[src/rtl/pipe_stage_reg.sv]
// pipe_stage_reg: generic valid/ready pipeline stage register for the RV32 core.
// Carries a control field and a data field between two stages, with
// back-pressure, flush and a 1-cycle accept-to-output latency.
// Optional feature macro: PIPE_STAGE_REG_SKID_EN
//   defined   -> 2-entry (main + skid) stage, ready_o is a pure register output
//   undefined -> single entry, ready_o = ready_i | ~valid_o (combinational)
// Reset is synchronous, active-low (rst_ni).
module pipe_stage_reg #(
  parameter int DATA_W         = 96,
  parameter int CTRL_W         = 16,
  parameter bit FLUSH_CLR_DATA = 1'b1
) (
  input  logic              clk_i,
  input  logic              rst_ni,
  input  logic              flush_i,
  input  logic              valid_i,
  output logic              ready_o,
  input  logic [CTRL_W-1:0] ctrl_i,
  input  logic [DATA_W-1:0] data_i,
  output logic              valid_o,
  input  logic              ready_i,
  output logic [CTRL_W-1:0] ctrl_o,
  output logic [DATA_W-1:0] data_o,
  output logic [1:0]        occupancy_o
);

  // Main entry: this is what the downstream stage sees.
  logic              main_valid_reg, main_valid_next;
  logic [CTRL_W-1:0] main_ctrl_reg,  main_ctrl_next;
  logic [DATA_W-1:0] main_data_reg,  main_data_next;

  logic accept;
  logic issue;

  assign issue = main_valid_reg & ready_i;

`ifdef PIPE_STAGE_REG_SKID_EN
  // Skid entry: catches the one entry accepted while main is stalled, so
  // ready_o can be a register and still not lose anything.
  logic              skid_valid_reg, skid_valid_next;
  logic [CTRL_W-1:0] skid_ctrl_reg,  skid_ctrl_next;
  logic [DATA_W-1:0] skid_data_reg,  skid_data_next;

  // ready_o depends only on state, never on ready_i.
  assign ready_o = ~skid_valid_reg;
  assign accept  = valid_i & ready_o;

  // Next-state for main and skid entries; flush overrides normal movement.
  always_comb begin
    main_valid_next = main_valid_reg;
    main_ctrl_next  = main_ctrl_reg;
    main_data_next  = main_data_reg;
    skid_valid_next = skid_valid_reg;
    skid_ctrl_next  = skid_ctrl_reg;
    skid_data_next  = skid_data_reg;

    if (skid_valid_reg) begin
      // ready_o is low here, so no accept can compete with the refill.
      if (issue) begin
        main_valid_next = 1'b1;
        main_ctrl_next  = skid_ctrl_reg;
        main_data_next  = skid_data_reg;
        skid_valid_next = 1'b0;
        skid_ctrl_next  = '0;
      end
    end else if (accept) begin
      if (!main_valid_reg || issue) begin
        main_valid_next = 1'b1;
        main_ctrl_next  = ctrl_i;
        main_data_next  = data_i;
      end else begin
        // Main is stalled: park the new entry in the skid register.
        skid_valid_next = 1'b1;
        skid_ctrl_next  = ctrl_i;
        skid_data_next  = data_i;
      end
    end else if (issue) begin
      // Bubble: clear ctrl so no stale reg_write/mem_write leaks downstream.
      main_valid_next = 1'b0;
      main_ctrl_next  = '0;
    end

    if (flush_i) begin
      main_valid_next = 1'b0;
      main_ctrl_next  = '0;
      skid_valid_next = 1'b0;
      skid_ctrl_next  = '0;
      if (FLUSH_CLR_DATA) begin
        main_data_next = '0;
      end
    end
  end

  // Skid entry register with synchronous active-low reset.
  always_ff @(posedge clk_i) begin
    if (!rst_ni) begin
      skid_valid_reg <= 1'b0;
      skid_ctrl_reg  <= '0;
      skid_data_reg  <= '0;
    end else begin
      skid_valid_reg <= skid_valid_next;
      skid_ctrl_reg  <= skid_ctrl_next;
      skid_data_reg  <= skid_data_next;
    end
  end

  assign occupancy_o = {1'b0, main_valid_reg} + {1'b0, skid_valid_reg};
`else
  // Single-entry stage: can take a new entry when empty or when draining.
  assign ready_o = ready_i | ~main_valid_reg;
  assign accept  = valid_i & ready_o;

  // Next-state for the single entry; flush overrides normal movement.
  always_comb begin
    main_valid_next = main_valid_reg;
    main_ctrl_next  = main_ctrl_reg;
    main_data_next  = main_data_reg;

    if (accept) begin
      main_valid_next = 1'b1;
      main_ctrl_next  = ctrl_i;
      main_data_next  = data_i;
    end else if (issue) begin
      // Bubble: clear ctrl so no stale reg_write/mem_write leaks downstream.
      main_valid_next = 1'b0;
      main_ctrl_next  = '0;
    end

    if (flush_i) begin
      main_valid_next = 1'b0;
      main_ctrl_next  = '0;
      if (FLUSH_CLR_DATA) begin
        main_data_next = '0;
      end
    end
  end

  assign occupancy_o = {1'b0, main_valid_reg};
`endif

  // Main entry register with synchronous active-low reset.
  always_ff @(posedge clk_i) begin
    if (!rst_ni) begin
      main_valid_reg <= 1'b0;
      main_ctrl_reg  <= '0;
      main_data_reg  <= '0;
    end else begin
      main_valid_reg <= main_valid_next;
      main_ctrl_reg  <= main_ctrl_next;
      main_data_reg  <= main_data_next;
    end
  end

  assign valid_o = main_valid_reg;
  // Control is only meaningful alongside a valid entry.
  assign ctrl_o  = main_ctrl_reg & {CTRL_W{main_valid_reg}};
  assign data_o  = main_data_reg;

endmodule

[config.mk]
export PLATFORM = sky130hd
export DESIGN_NAME = pipe_stage_reg
export DESIGN_NICKNAME = d
export VERILOG_FILES = /design/src/rtl/pipe_stage_reg.sv
export SDC_FILE = /design/constraint.sdc
export NUM_CORES = 1
export LEC_CHECK = 0
export ABC_AREA = 1
export ABC_CLOCK_PERIOD_IN_PS = 1400
export BUFFER_PORTS_ARGS = -buffer_cell sky130_fd_sc_hd__buf_4
export CORE_UTILIZATION = 49
export CTS_BUF_LIST = sky130_fd_sc_hd__clkbuf_4
export DETAILED_ROUTE_END_ITERATION = 8
export PLACE_DENSITY_LB_ADDON = 0.15
export REMOVE_ABC_BUFFERS = 1
export SYNTH_ARGS = -nofsm -noshare
export SYNTH_HDL_FRONTEND = slang
export SYNTH_SLANG_ARGS = --single-unit
[constraint.sdc]
create_clock -name clk_i -period 1.4 [get_ports clk_i]
set_input_delay 0 -clock clk_i [delete_from_list [all_inputs] [get_ports clk_i]]
set_output_delay 0 -clock clk_i [all_outputs]
set_load 0.1 [all_outputs]
Word-level counts from Yosys, hierarchy flattened
Cells that the tools add are included.
- register bits: 113
- input port bits: 117
- logic and storage cells: 15
- output and inout bits: 116
- bitwise gates (word level): 6
- multiplexer cells: 4
- reductions and logical operators: 2
- operator list (operator ; count):
    $mux W16 ; 2
    $and A16 B16 Y16 ; 1
    $and A1 B1 Y1 ; 2
    $mux W1 ; 2
    $not A1 Y1 ; 2
    $reduce_bool A2 Y1 ; 1
    $reduce_or A2 Y1 ; 1
    $or A1 B1 Y1 ; 1

Depth between registers and ports, before layout
- depth in word-level cells: 4
- gate-level depth with buffers: 7
- gate-level depth less buffers: 5

Least setup slack after synthesis
No wires, ideal clock.
- kind: register to output
- start: register main_valid_reg (netlist: valid_o)
- end: output ctrl_o[11]
- arrival time: 2.207 ns
- required time: 1.400 ns
- cell stages (with the launch flop): 5
- slack: -0.807 ns
- path buffers: 2
- path through: dfxtp_1 -> buf_6 -> clkbuf_1 -> nand2_1 -> inv_1
- cells in the longest elaborated chain, start to end: 1
- ends and longest elaborated chain (what ; line ; text):
    start, declared ; 28 ; logic main_valid_reg, main_valid_next;
    start signal, assigned ; 148 ; main_valid_reg <= main_valid_next;
    $and A16 B16 Y16 ; 156 ; assign ctrl_o = main_ctrl_reg & {CTRL_W{main_valid_reg}};
    end, declared ; 22 ; output logic [CTRL_W-1:0] ctrl_o,
Every way passes these cells.

Worst setup path after layout
- start: register main_valid_reg (netlist: valid_o)
- end: output ctrl_o[1]
The elaborated chain is that of the path after synthesis.

==> out/qor.txt <==
Final clock skew - 0.0184 ns
Cell family with the largest share of critical-path delay - flip-flops
Buffer levels on the longest clock path - 2
Drt first pass iters - 7
Result of the run - finished, violations left
Final Hold Viols - 0
Leak pwr - 0.00453 µW
Maximum net fanout on the critical path - 8
Most used routing layer in global routing - met2
Placement Cell Area - 0.00686 mm²
Dominant combinational cell family by area after synthesis - simple AND/OR/NAND/NOR gates
Number of antenna diodes - 0
Routing usage on met2 - 56.8%
TritonCTS clock tree - built
Chip height - 104 µm
Initial core utilization - 51.1%
Hold Crit Class - input port to register
Nets - 1188
Area inside the core boundary - 0.00991 mm²
Critical path startpoint category - register
Ratio of total power to cell area - 983 mW/mm²
CP peak stage delay - 0.43 ns
Arrival time at the worst endpoint - 1.43 ns
Per-cell via count in the routed design - 5.10
First-pass GRT wire length - 28500 µm
Clock input transition at the sequential cells of the worst setup and hold paths - 0.10 ns
Antenna violations before repair - 0
Part of the Yosys area used for sequential elements - 44.6%
Maximum frequency from static timing analysis - 697 MHz
Wire length after detailed routing - 18800 µm
Xor and xnor area share after synthesis - 0%
Site Rows - 36
Global placer's final weighted congestion - 0.854
Gr ovfl total - 0
Total CTS buffers - 17
Largest net degree at the start of global routing - 53
Htree depth - 4
Worst Setup Path Type - register to primary output
Vias in the first global route - 5925
Number of synthesized register bits - 113
Crit path buf inv count - 3
Die Width - 104 µm
Max reg flops - 96
Share of final-layout standard cells stronger than drive strength 1 - 32.0%
Cell area after synthesis - 0.00507 mm²
Required @ worst endpoint - 1.40 ns
Simple-gate portion of the synthesized area - 38.7%
IO Port Bufs - 231
Area growth from synthesis to final layout - 72.4%
Post-Synth Adder-Cell Area - 0%
Total Die Area - 0.0108 mm²
Number of vias after detailed routing - 6201
Sinks on the clock net - 113
Share of the synthesized area in compound gates (AO/OA/AOI/OAI) - 2.00%
Number of ports placed on the die boundary - 233
Type of destination of the critical path - primary output
Cell-by-cell listing of the critical path - buf_8 -> nand2_2 -> inv_2 -> buf_12
Maximum ir drop on the vdd rail - 0.779 mV
Mean area per synthesized cell - 6.88 µm²
Unrepaired setup endpoints after global routing - yes
Met3 track demand over resource - 9.69%
Root buffer cell - sky130_fd_sc_hd__clkbuf_4
Number of cells on the worst reg-to-reg path - 5
Count of antenna-violating nets left after detailed routing - 0
Share of synthesized area spent on multiplexers - 0%
Remaining routing DRC violations - 0
Fin crit share - 102%
Crit path time final - 1.43 ns
Hold path depth - 4
Library cells used by synthesis - 19
Levels on crit path - 4
Final setup violation count - 8
Number of instances in the synthesized netlist - 737
Max-slew violation count - 0
Total of max-cap violations - 0
Total negative slack for setup checks - -0.136 ns
DRC violation total after the first TritonRoute iteration - 397
Slack of the critical path - -0.0343 ns
Critical-path top delay cell - sky130_fd_sc_hd__dfxtp_4
Half-perimeter wire length of the detailed placement result - 9380 µm
Clk Latency, worst-skew pair - 0.51 ns
Combined global-route utilization of all metal layers - 32.8%
M1 GR Usage - 35.8%
Number of warnings printed during yosys synthesis - 0
Finished Cell Area - 0.00874 mm²
Failing checks - setup timing
Pwr Total - 8590 µW
Post-DR wirelength/cell - 15.5 µm
worst min-delay path: stages:
cell and delay, ns:
sky130_fd_sc_hd__buf_4 0.11, sky130_fd_sc_hd__nand2_2 0.22, sky130_fd_sc_hd__nand3_1 0.16, sky130_fd_sc_hd__a21oi_1 0.06
repair_timing:
item / in CTS / in global routing
gates resized for setup: 59 / 37
endpoints found under the setup margin: 35 / 29
buffers inserted: 1 / 1
hold buffers: 116 / 0
hold endpoints to repair: 113 / 0
cloned: 2 / 1
pin swaps: 0 / 4
cell usage in the layout, fill, tap and decap left out, drive strengths merged:
master | synthesis | final
nand2 | 115 | 115
clkbuf | 10 | 19
dfxtp | 113 | 113
dlygate4sd3 | 0 | 116
inv | 116 | 116
bufinv | 0 | 4
nand3 | 128 | 128
buf | 42 | 248
conb | 1 | 1
clkinv | 1 | 6
nor2 | 193 | 193
clkinvlp | 0 | 4
bufbuf | 0 | 2
a21oi | 18 | 18
stage by stage:
step                      utilization [%]  instances  hold WS [ns]  setup WS [ns]
final                                88.2       1216        0.0923        -0.0343
after global routing                 88.2       1216        0.0738         -0.110
after CTS                            87.0       1214         0.103        -0.0171
after detailed placement             69.2       1064         0.293        -0.0412
after global placement               69.2       1064         0.295         0.0380
after floorplan                         -        685         0.166          -2.39
cells by family after synthesis:
| group | count (synthesis) |
|---|---|
| buf+inv | 169 |
| compound gates | 18 |
| flops | 113 |
| other cells | 1 |
| simple gates | 436 |
area by class of cell:
class                           instances  area [µm²]
Timing Repair Buffer                  367        3430
Tap cell                              133         166
Fill cell                             474        1170
Sequential cell                       113        2270
Clock buffer                           18         135
Inverter                              117         448
Clock inverter                         13         169
Multi-Input combinational cell        455        2130
metal layers:
metal,share of wire [%],vias up,routed length (µm)
li1,-,2883,-
met3,9.1,94,1720
met5,0,-,0
met4,5.3,0,1000
met1,36,2824,6750
met2,50,400,9370
Yosys cell counts:
master	number	area (µm²)
sky130_fd_sc_hd__a21oi_1	17	85.1
sky130_fd_sc_hd__nand2_1	113	424
sky130_fd_sc_hd__nor2_1	192	721
sky130_fd_sc_hd__clkinv_1	1	3.75
sky130_fd_sc_hd__buf_1	3	11.3
sky130_fd_sc_hd__nand3_1	98	490
sky130_fd_sc_hd__buf_2	28	140
sky130_fd_sc_hd__inv_2	3	11.3
sky130_fd_sc_hd__nand2_2	1	6.26
sky130_fd_sc_hd__nor2_2	1	6.26
sky130_fd_sc_hd__nand3_2	30	300
sky130_fd_sc_hd__clkbuf_1	10	37.5
sky130_fd_sc_hd__buf_4	3	22.5
sky130_fd_sc_hd__conb_1	1	3.75
sky130_fd_sc_hd__dfxtp_1	113	2260
sky130_fd_sc_hd__buf_6	8	90.1
sky130_fd_sc_hd__inv_1	113	424
sky130_fd_sc_hd__a21oi_4	1	16.3
sky130_fd_sc_hd__nand2_4	1	11.3
final timing paths:
kind                                 start                to  slack [ns]
worst max-delay path               valid_o         ctrl_o[1]       -0.03
worst min-delay path               ready_i  main_ctrl_reg[1]        0.09
worst min register to register  data_o[15]        data_o[15]        0.48
worst max register to register     valid_o        data_o[76]       -0.01
where the power goes:
part / total, µW / switching (µW) / leakage [µW] / internal [µW]
registers: 3440 / 89.8 / 0.000925 / 3350
clock network: 2660 / 1260 / 0.000156 / 1400
logic: 2490 / 1630 / 0.00345 / 861
total: 8590 / 2970 / 0.00453 / 5610
Note: power is estimated with default switching activity, not from simulation.
